<file path="src/rtl/api_slave_mc.sv">
// Wishbone register slave for CH API channels: TX/RX FIFO windows, status, flush, timing config.
// Optional per-channel RX-level interrupt logic is compiled in with the API_IRQ_EN macro.
module api_slave_mc #(
    parameter int CH      = 2,
    parameter int TXCNT_W = 10,
    parameter int RXCNT_W = 9
) (
    input  logic                  clk,
    input  logic                  rst,
    input  logic                  API_CYC_I,
    input  logic                  API_LOCK_I,
    input  logic [2:0]            API_CTI_I,
    input  logic [1:0]            API_BTE_I,
    input  logic [3:0]            API_SEL_I,
    input  logic                  API_STB_I,
    input  logic                  API_WE_I,
    input  logic [7:0]            API_ADR_I,
    input  logic [31:0]           API_DAT_I,
    output logic                  API_ACK_O,
    output logic                  API_ERR_O,
    output logic                  API_RTY_O,
    output logic [31:0]           API_DAT_O,
    output logic [CH-1:0]         txfifo_push,
    output logic [31:0]           txfifo_din,
    input  logic [CH*TXCNT_W-1:0] txcnt,
    input  logic [CH-1:0]         txfull,
    output logic [CH-1:0]         rxfifo_pop,
    input  logic [CH*32-1:0]      rxfifo_dout,
    input  logic [CH*RXCNT_W-1:0] rxcnt,
    input  logic [CH-1:0]         rxempty,
    output logic [CH-1:0]         reg_flush,
    input  logic [CH*3-1:0]       reg_state,
    output logic [CH*28-1:0]      reg_timeout,
    output logic [CH*8-1:0]       reg_sck,
    output logic [CH*6-1:0]       reg_ch_num,
    output logic [CH*8-1:0]       reg_word_num,
    output logic                  irq
);
    localparam logic [31:0] DEAD       = 32'hdeaddead;
    localparam logic [4:0]  OFF_TX     = 5'h00;
    localparam logic [4:0]  OFF_RX     = 5'h04;
    localparam logic [4:0]  OFF_STATE  = 5'h08;
    localparam logic [4:0]  OFF_TMO    = 5'h0C;
    localparam logic [4:0]  OFF_SCK    = 5'h10;
    localparam logic [4:0]  OFF_IRQCFG = 5'h14;

    logic        ack_q, ack_d;
    logic [31:0] dat_q, dat_d, rdata;
    logic [CH-1:0] push_q, push_d;
    logic [31:0] din_q, din_d;
    logic [2:0]  flush_q [CH];
    logic [2:0]  flush_d [CH];
    logic [CH-1:0] oflow_q, oflow_d, uflow_q, uflow_d;
    logic [27:0] tmo_q [CH];
    logic [27:0] tmo_d [CH];
    logic [7:0]  sck_q [CH];
    logic [7:0]  sck_d [CH];
    logic [5:0]  chn_q [CH];
    logic [5:0]  chn_d [CH];
    logic [7:0]  wrd_q [CH];
    logic [7:0]  wrd_d [CH];
`ifdef API_IRQ_EN
    logic [9:0]  thr_q [CH];
    logic [9:0]  thr_d [CH];
    logic [CH-1:0] en_q, en_d, stat_q, stat_d;
    logic        irq_q, irq_d;
`endif

    logic       qual;
    logic [2:0] ch;
    logic [4:0] off;
    logic       unused_inputs;

    assign unused_inputs = ^{API_CYC_I, API_LOCK_I, API_CTI_I, API_BTE_I, API_SEL_I};
    // Reset kills a qualifying cycle outright, so neither pops nor registered side effects escape.
    assign qual = API_STB_I & ~ack_q & ~rst;
    assign ch   = API_ADR_I[7:5];
    assign off  = API_ADR_I[4:0];

    always_comb begin
        // NOTE: every variable gets a default before any branch, otherwise synthesis infers a latch.
        rdata = DEAD;
        for (int n = 0; n < CH; n++) begin
            if (ch == 3'(n)) begin
                case (off)
                    OFF_RX:    if (!rxempty[n]) rdata = rxfifo_dout[n*32 +: 32];
                    OFF_STATE: rdata = {4'b0, 10'(rxcnt[n*RXCNT_W +: RXCNT_W]), uflow_q[n],
                                        rxempty[n], reg_state[n*3 +: 3], oflow_q[n],
                                        10'(txcnt[n*TXCNT_W +: TXCNT_W]), reg_flush[n], txfull[n]};
                    OFF_TMO:   rdata = {4'b0, tmo_q[n]};
                    OFF_SCK:   rdata = {wrd_q[n], 2'b0, chn_q[n], 8'b0, sck_q[n]};
`ifdef API_IRQ_EN
                    OFF_IRQCFG: rdata = {7'b0, stat_q[n], 7'b0, en_q[n], 6'b0, thr_q[n]};
`else
                    OFF_IRQCFG: rdata = 32'h0;
`endif
                    default:   rdata = DEAD;
                endcase
            end
        end
    end

    always_comb begin
        ack_d      = qual;
        dat_d      = qual ? rdata : dat_q;
        push_d     = '0;
        din_d      = din_q;
        rxfifo_pop = '0;
        oflow_d    = oflow_q;
        uflow_d    = uflow_q;
        tmo_d      = tmo_q;
        sck_d      = sck_q;
        chn_d      = chn_q;
        wrd_d      = wrd_q;
`ifdef API_IRQ_EN
        thr_d      = thr_q;
        en_d       = en_q;
        stat_d     = stat_q;
`endif
        for (int n = 0; n < CH; n++) begin
            flush_d[n] = (flush_q[n] != 3'd0) ? flush_q[n] - 3'd1 : 3'd0;
            if (qual && ch == 3'(n) && API_WE_I) begin
                case (off)
                    OFF_TX: begin
                        if (!txfull[n]) begin
                            push_d[n] = 1'b1;
                            din_d     = API_DAT_I;
                        end
                    end
                    OFF_STATE: begin
                        if (API_DAT_I[1])  flush_d[n] = 3'd4;
                        if (API_DAT_I[12]) oflow_d[n] = 1'b0;
                        if (API_DAT_I[17]) uflow_d[n] = 1'b0;
                    end
                    OFF_TMO: tmo_d[n] = API_DAT_I[27:0];
                    OFF_SCK: begin
                        sck_d[n] = API_DAT_I[7:0];
                        chn_d[n] = API_DAT_I[21:16];
                        wrd_d[n] = API_DAT_I[31:24];
                    end
`ifdef API_IRQ_EN
                    OFF_IRQCFG: begin
                        thr_d[n] = API_DAT_I[9:0];
                        en_d[n]  = API_DAT_I[16];
                        if (API_DAT_I[24]) stat_d[n] = 1'b0;
                    end
`endif
                    default: ;
                endcase
            end
            // Set events follow the W1C clears so a coincident set wins.
            if (qual && ch == 3'(n) && API_WE_I && off == OFF_TX && txfull[n]) oflow_d[n] = 1'b1;
            if (qual && ch == 3'(n) && !API_WE_I && off == OFF_RX) begin
                if (!rxempty[n]) rxfifo_pop[n] = 1'b1;
                else             uflow_d[n]    = 1'b1;
            end
`ifdef API_IRQ_EN
            if (thr_q[n] != 10'd0 && 10'(rxcnt[n*RXCNT_W +: RXCNT_W]) >= thr_q[n]) stat_d[n] = 1'b1;
`endif
        end
`ifdef API_IRQ_EN
        irq_d = |(stat_d & en_d);
`endif
    end

    always_ff @(posedge clk) begin
        // NOTE: sequential state uses non-blocking assignments so every flop samples pre-edge values.
        if (rst) begin
            ack_q   <= 1'b0;
            dat_q   <= DEAD;
            push_q  <= '0;
            din_q   <= '0;
            oflow_q <= '0;
            uflow_q <= '0;
            // NOTE: these per-channel arrays are a handful of control flops, not RAM, so resetting them is cheap and required.
            for (int n = 0; n < CH; n++) begin
                flush_q[n] <= 3'd0;
                tmo_q[n]   <= 28'h0;
                sck_q[n]   <= 8'h04;
                chn_q[n]   <= 6'h0;
                wrd_q[n]   <= 8'h0;
`ifdef API_IRQ_EN
                thr_q[n]   <= 10'h0;
`endif
            end
`ifdef API_IRQ_EN
            en_q   <= '0;
            stat_q <= '0;
            irq_q  <= 1'b0;
`endif
        end else begin
            ack_q   <= ack_d;
            dat_q   <= dat_d;
            push_q  <= push_d;
            din_q   <= din_d;
            oflow_q <= oflow_d;
            uflow_q <= uflow_d;
            flush_q <= flush_d;
            tmo_q   <= tmo_d;
            sck_q   <= sck_d;
            chn_q   <= chn_d;
            wrd_q   <= wrd_d;
`ifdef API_IRQ_EN
            thr_q  <= thr_d;
            en_q   <= en_d;
            stat_q <= stat_d;
            irq_q  <= irq_d;
`endif
        end
    end

    always_comb begin
        for (int n = 0; n < CH; n++) begin
            reg_flush[n]             = (flush_q[n] != 3'd0);
            reg_timeout[n*28 +: 28]  = tmo_q[n];
            reg_sck[n*8 +: 8]        = sck_q[n];
            reg_ch_num[n*6 +: 6]     = chn_q[n];
            reg_word_num[n*8 +: 8]   = wrd_q[n];
        end
    end

    assign API_ACK_O   = ack_q;
    assign API_DAT_O   = dat_q;
    assign API_ERR_O   = 1'b0;
    assign API_RTY_O   = 1'b0;
    assign txfifo_push = push_q;
    assign txfifo_din  = din_q;
`ifdef API_IRQ_EN
    assign irq = irq_q;
`else
    assign irq = 1'b0;
`endif
endmodule

</file>
<file path="config.mk">
export PLATFORM = sky130hd
export DESIGN_NAME = api_slave_mc
export DESIGN_NICKNAME = d
export VERILOG_FILES = /design/src/rtl/api_slave_mc.sv
export SDC_FILE = /design/constraint.sdc
export NUM_CORES = 1
export LEC_CHECK = 0
export ABC_AREA = 1
export CORE_UTILIZATION = 49
export CTS_BUF_LIST = sky130_fd_sc_hd__clkbuf_8
export CTS_CLUSTER_SIZE = 30
export DETAILED_ROUTE_END_ITERATION = 10
export GPL_ROUTABILITY_DRIVEN = 0
export PLACE_DENSITY = 0.93
export RECOVER_POWER = 100
export SYNTH_ARGS = -nofsm -noshare
export SYNTH_HDL_FRONTEND = slang
export SYNTH_SLANG_ARGS = --single-unit
</file>
<file path="constraint.sdc">
create_clock -name clk -period 4.25 [get_ports clk]
set_input_delay 0.85 -clock clk [delete_from_list [all_inputs] [get_ports clk]]
set_output_delay 0.85 -clock clk [all_outputs]
set_load 0.005 [all_outputs]
</file>
== Word-level counts from Yosys, hierarchy flattened ==
Cells that the tools add are included.

* Register bits: 177
* Input bits: 167
* Output and inout port bits: 174
* Word-level logic and storage cells: 106

* Add/sub/neg operators: 2
* Equality and inequality tests: 6
* Multiplexer cells: 42
* Bitwise operators: 7
* Reductions and logical operators: 31

{| class="wikitable"
|+ Operator list
! kind !! number
|-
| $mux 32 || 10
|-
| $pmux 32 s5 || 2
|-
| $mux 3 || 8
|-
| $mux 1 || 22
|-
| $logic_and 1x1->1 || 12
|-
| $reduce_bool 2->1 || 6
|-
| $eq 5x4->1 const B || 2
|-
| $eq 5x5->1 const B || 2
|-
| $reduce_and 2->1 || 4
|-
| $reduce_and 3->1 || 2
|-
| $reduce_bool 3->1 || 2
|-
| $reduce_or 3->1 || 2
|-
| $sub 3x1->3 const B || 2
|-
| $eq 5x3->1 const B || 1
|-
| $logic_not 5->1 || 1
|-
| $not 1->1 || 5
|-
| $eq 3x1->1 const B || 1
|-
| $logic_not 3->1 || 1
|-
| $and 1x1->1 || 2
|-
| $logic_not 1->1 || 1
|}

== Logic depth before layout (Yosys ltp) ==
* Depth after elaboration: 9
* Mapped depth: 12

== Worst setup path after synthesis ==
No wires, ideal clock.

* Kind: input -> output
* Start point: input API_ADR_I[2]
* End point: output rxfifo_pop[0]
* Arrival: 1.828 ns
* Data required time: 3.400 ns
* Setup slack: 1.572 ns
* Stages: 6
* Cell sequence: buf_4 nand2_1 nor2_4 nand2_2 clkbuf_1 nor4_1

* Cells in the longest elaborated chain, start to end: 3

{| class="wikitable"
|+ Ends and longest elaborated chain
! element !! line !! RTL
|-
| start: declaration || 17 || <nowiki>input logic [7:0] API_ADR_I,</nowiki>
|-
| $eq 5x3->1 || 153 || <nowiki>if (qual && ch == 3'(n) && !API_WE_I && off == OFF_RX) begin</nowiki>
|-
| $logic_and 1x1->1 || 153 ||
|-
| $mux 1 || 153 ||
|-
| end: declaration || 27 || <nowiki>output logic [CH-1:0] rxfifo_pop,</nowiki>
|}

No other way between the ends.

== Final worst setup path ==
* Start point: input API_STB_I
* End point: register tmo_q (netlist bit reg_timeout[35])

* Cells in the longest elaborated chain, start to end: 5

{| class="wikitable"
|+ Ends and longest elaborated chain
! element !! line !! RTL
|-
| start: declaration || 15 || <nowiki>input logic API_STB_I,</nowiki>
|-
| $and 1x1->1 (2 in series) || 76 || <nowiki>assign qual = API_STB_I & ~ack_q & ~rst;</nowiki>
|-
| $logic_and 1x1->1 (2 in series) || 122 || <nowiki>if (qual && ch == 3'(n) && API_WE_I) begin</nowiki>
|-
| $reduce_and 2->1 (no line) || - ||
|-
| end signal: assignment || 199 || <nowiki>tmo_q <= tmo_d;</nowiki>
|-
| end: declaration || 54 || <nowiki>logic [27:0] tmo_q [CH];</nowiki>
|}

No other way between the ends.
A chain may end at the register's enable or synchronous reset.

==> impl_metrics.py <==
metrics = {
    "outcome": {
        "status": "finished, violations left",
        "violations": "max-capacitance violations, max-slew violations",
    },
    "drt": {
        "drc": 0,
        "ant_nets": 0,
        "routed_wl_mm": 38.30,
        "viasPerCell": 5.825,
        "wl_per_cell_microns": 20.26,
        "vias": 11020,
        "first_pass_iters": 7,
        "dr.first_iter.drc_count": 1692,
    },
    "timing": {
        "worstMarginPinSlew_ns": 1.556,
        "slew_headroom": -0.03706,
        "final-max-slew-violation-count": 29,
        "finalClockSkew_ns": 0.01709,
        "min_period_ns": 3.889,
        "hold_viol_final": 0,
        "setup_viol": 0,
        "rsz0062_at_grt": "no",
        "fin_ws_ns": 0.3610,
        "setup_tns_ns": 0,
        "fmax_ghz": 0.2571,
        "fin_crit_sh": 0.9151,
    },
    "hold_path": {
        "hold_class": "register to register",
        "min_delay_path_depth": 2,
    },
    "critical_path": {
        "endpoint_kind": "register",
        "cp_slowest_stage_delay_ns": 0.97,
        "cp_top_family": "simple AND/OR/NAND/NOR gates",
        "worstSetupStartpointType": "input pin",
        "r2r_cells": 7,
        "worstSetupPathDepth": 9,
        "cpMostUsedCell": "nand2_1",
        "worst-path-max-fanout": 20,
        "worstPathArrival_ns": 4.23,
        "worst-setup-path-type": "input pin to register",
        "required_ns": 4.59,
        "crit_slowest_cell": "nor2_1",
        "critPathBufInv": 2,
        "path_cells": "clkdlybuf4s50_1 -> nand2_1 -> nor2_4 -> nand2_1 -> nor2_1 -> nand2_1 -> clkbuf_1 -> nand2_1 -> a21oi_1",
    },
    "clock_network": {
        "cts_tree": "done",
        "cts_setup_buffers": 0,
        "clock_latency_ns": 0.49,
        "cts.sinks": 177,
        "cts_made_buffers": 17,
        "h-tree-depth": 4,
        "path_clk_slew_ns": 0.09,
        "cts_resized": 0,
        "cts_buffer_depth": 2,
        "ctsHoldBuffers": 0,
        "root_buffer": "clkbuf_8",
    },
    "final_layout": {
        "final_cells": 1891,
        "final_layout_size_suffix_gt1_frac": 0.04149,
        "fin_nets": 1821,
        "area_growth_pct": 40.37,
        "design_area_sq_um": 12500,
    },
    "place": {
        "place_inst": 1856,
        "place_area_sq_um": 12160,
        "pre_cts_slack_ns": 0.5783,
        "port_buffers": 326,
        "dpl.hpwl_mm": 27.70,
    },
    "logic_synthesis": {
        "synthDominantCellAreaShare": 0.3978,
        "synth_edf_count": 0,
        "syn_inst": 1381,
        "syn_avg_cell_area_sq_um": 6.450,
        "ys_types": 28,
        "ys_top_cells_by_count": "nand2_1, nor2_1, dfxtp_1, inv_1, o21ai_0",
        "ys_ff_latch": 177,
        "async_flop_share": 0,
        "netlist_top_cells_area": "dfxtp_1, nand2_1, nor2_1",
        "syn_area_sq_um": 8907,
        "yosysMostFrequentCell": "nand2_1",
        "yosys_warnings": 0,
        "yosysTopAreaCell": "dfxtp_1",
        "ys.flop_type": "dfxtp_1",
        "synth.yosys.seq_area_share": 0.3978,
    },
    "floorplanning": {
        "core_sq_um": 17540,
        "dieArea_sq_um": 18720,
        "ios": 341,
        "fp-row-count": 48,
        "die_y_microns": 136.8,
        "initial_utilization": 0.5079,
        "die_w_microns": 136.8,
    },
    "power": {
        "p_leak_nw": 5.687,
        "total_power_w": 0.003180,
        "power.density_nw_per_um2": 254.3,
        "ir_drop_mv": 0.2036,
    },
    "grt": {
        "grt_pass1_vias": 9696,
        "grt-ovfl-total": 0,
        "grt_pass1_wl_mm": 55.75,
        "antenna_found_initial": 3,
        "grt_util_all_layers": 0.4014,
        "grt_max_degree": 84,
    },
    "flow_run": {
        "cap_viol_max_count": 1,
    },
}
-- report_power, final --
group          switching [W]  internal, W
combinational       0.000194     0.000169
sequential        0.00000242      0.00166
clock               0.000667     0.000487
total               0.000863      0.00232
-- worst min-delay path, stage by stage (launching register included) --
cell and delay, ns:
dfxtp_1 0.32, nand2_1 0.06, nand2_1 0.04
-- layer usage --
metal / global-route usage / routed length, microns / up-vias
met5: 0 / 0 / -
met4: 0.2424 / 2666 / 0
met3: 0.1315 / 5783 / 189
met2: 0.5874 / 15900 / 890
met1: 0.5108 / 13960 / 4945
li1: - / - / 4991
-- sequential cells by signal, indices dropped and copies added (netlist names) --
register      flops
reg_word_num     16
flush_q           6
txfifo_din       32
reg_ch_num       12
API_ACK_O         1
API_DAT_O        32
oflow_q           2
reg_timeout      56
txfifo_push       2
reg_sck          16
uflow_q           2
-- worst paths after layout --
kind	start	to	slack [ns]
setup / recovery	API_STB_I	reg_timeout[35]	0.36
setup reg to reg	API_ACK_O	reg_timeout[35]	0.91
hold reg to reg	API_DAT_O[1]	API_DAT_O[1]	0.46
hold / removal	API_DAT_O[1]	API_DAT_O[1]	0.46
-- layout by cell type (no fill, tap or decap), types with 3 or more instances in the layout --
cell | Yosys | layout
dfxtp_1 | 177 | 177
nand2_1 | 377 | 379
nand4_1 | 74 | 74
nand3_1 | 88 | 90
clkinv_2 | 0 | 3
clkbuf_1 | 52 | 4
inv_1 | 109 | 114
ha_1 | 4 | 4
a21oi_1 | 75 | 75
buf_4 | 15 | 18
o21ai_1 | 41 | 21
clkbuf_8 | 0 | 18
dlygate4sd3_1 | 0 | 170
nor2_1 | 189 | 189
diode_2 | 0 | 3
nor3_1 | 4 | 4
o21ai_0 | 108 | 128
inv_2 | 9 | 5
conb_1 | 1 | 3
nor2_4 | 8 | 7
clkdlybuf4s50_1 | 0 | 155
nor4_1 | 3 | 3
inv_6 | 0 | 5
-- per-stage QoR --
stage,hold WS (ns),util
global placement,0.4308,0.6934
detailed placement,0.4428,0.6934
CTS,0.4589,0.7148
global route,0.4674,0.7128
finish,0.4558,0.7130
floorplan,0.4216,-
-- area by class of cell --
class | count | area (sq um)
clock inverter | 14 | 127.6
timing repair buffer | 348 | 3408
fill | 1424 | 5034
antenna | 3 | 7.507
sequential | 177 | 3543
multi-input combinational | 988 | 4444
inverter | 118 | 442.9
tap | 225 | 281.5
clock buffer | 18 | 247.7
-- logic make-up (layout without fill, tap and decap cells) --
family	Yosys count	count (layout)	synth area share
adders and majority gates	4	4	0.005619
and+or+nand+nor	755	755	0.3663
DFF	177	177	0.3978
buffers and inverters	218	498	0.1025
AOI/OAI and AO/OA	226	226	0.1273
other	1	6	0.0004210
No activity file was read; power rests on OpenSTA's default activity.
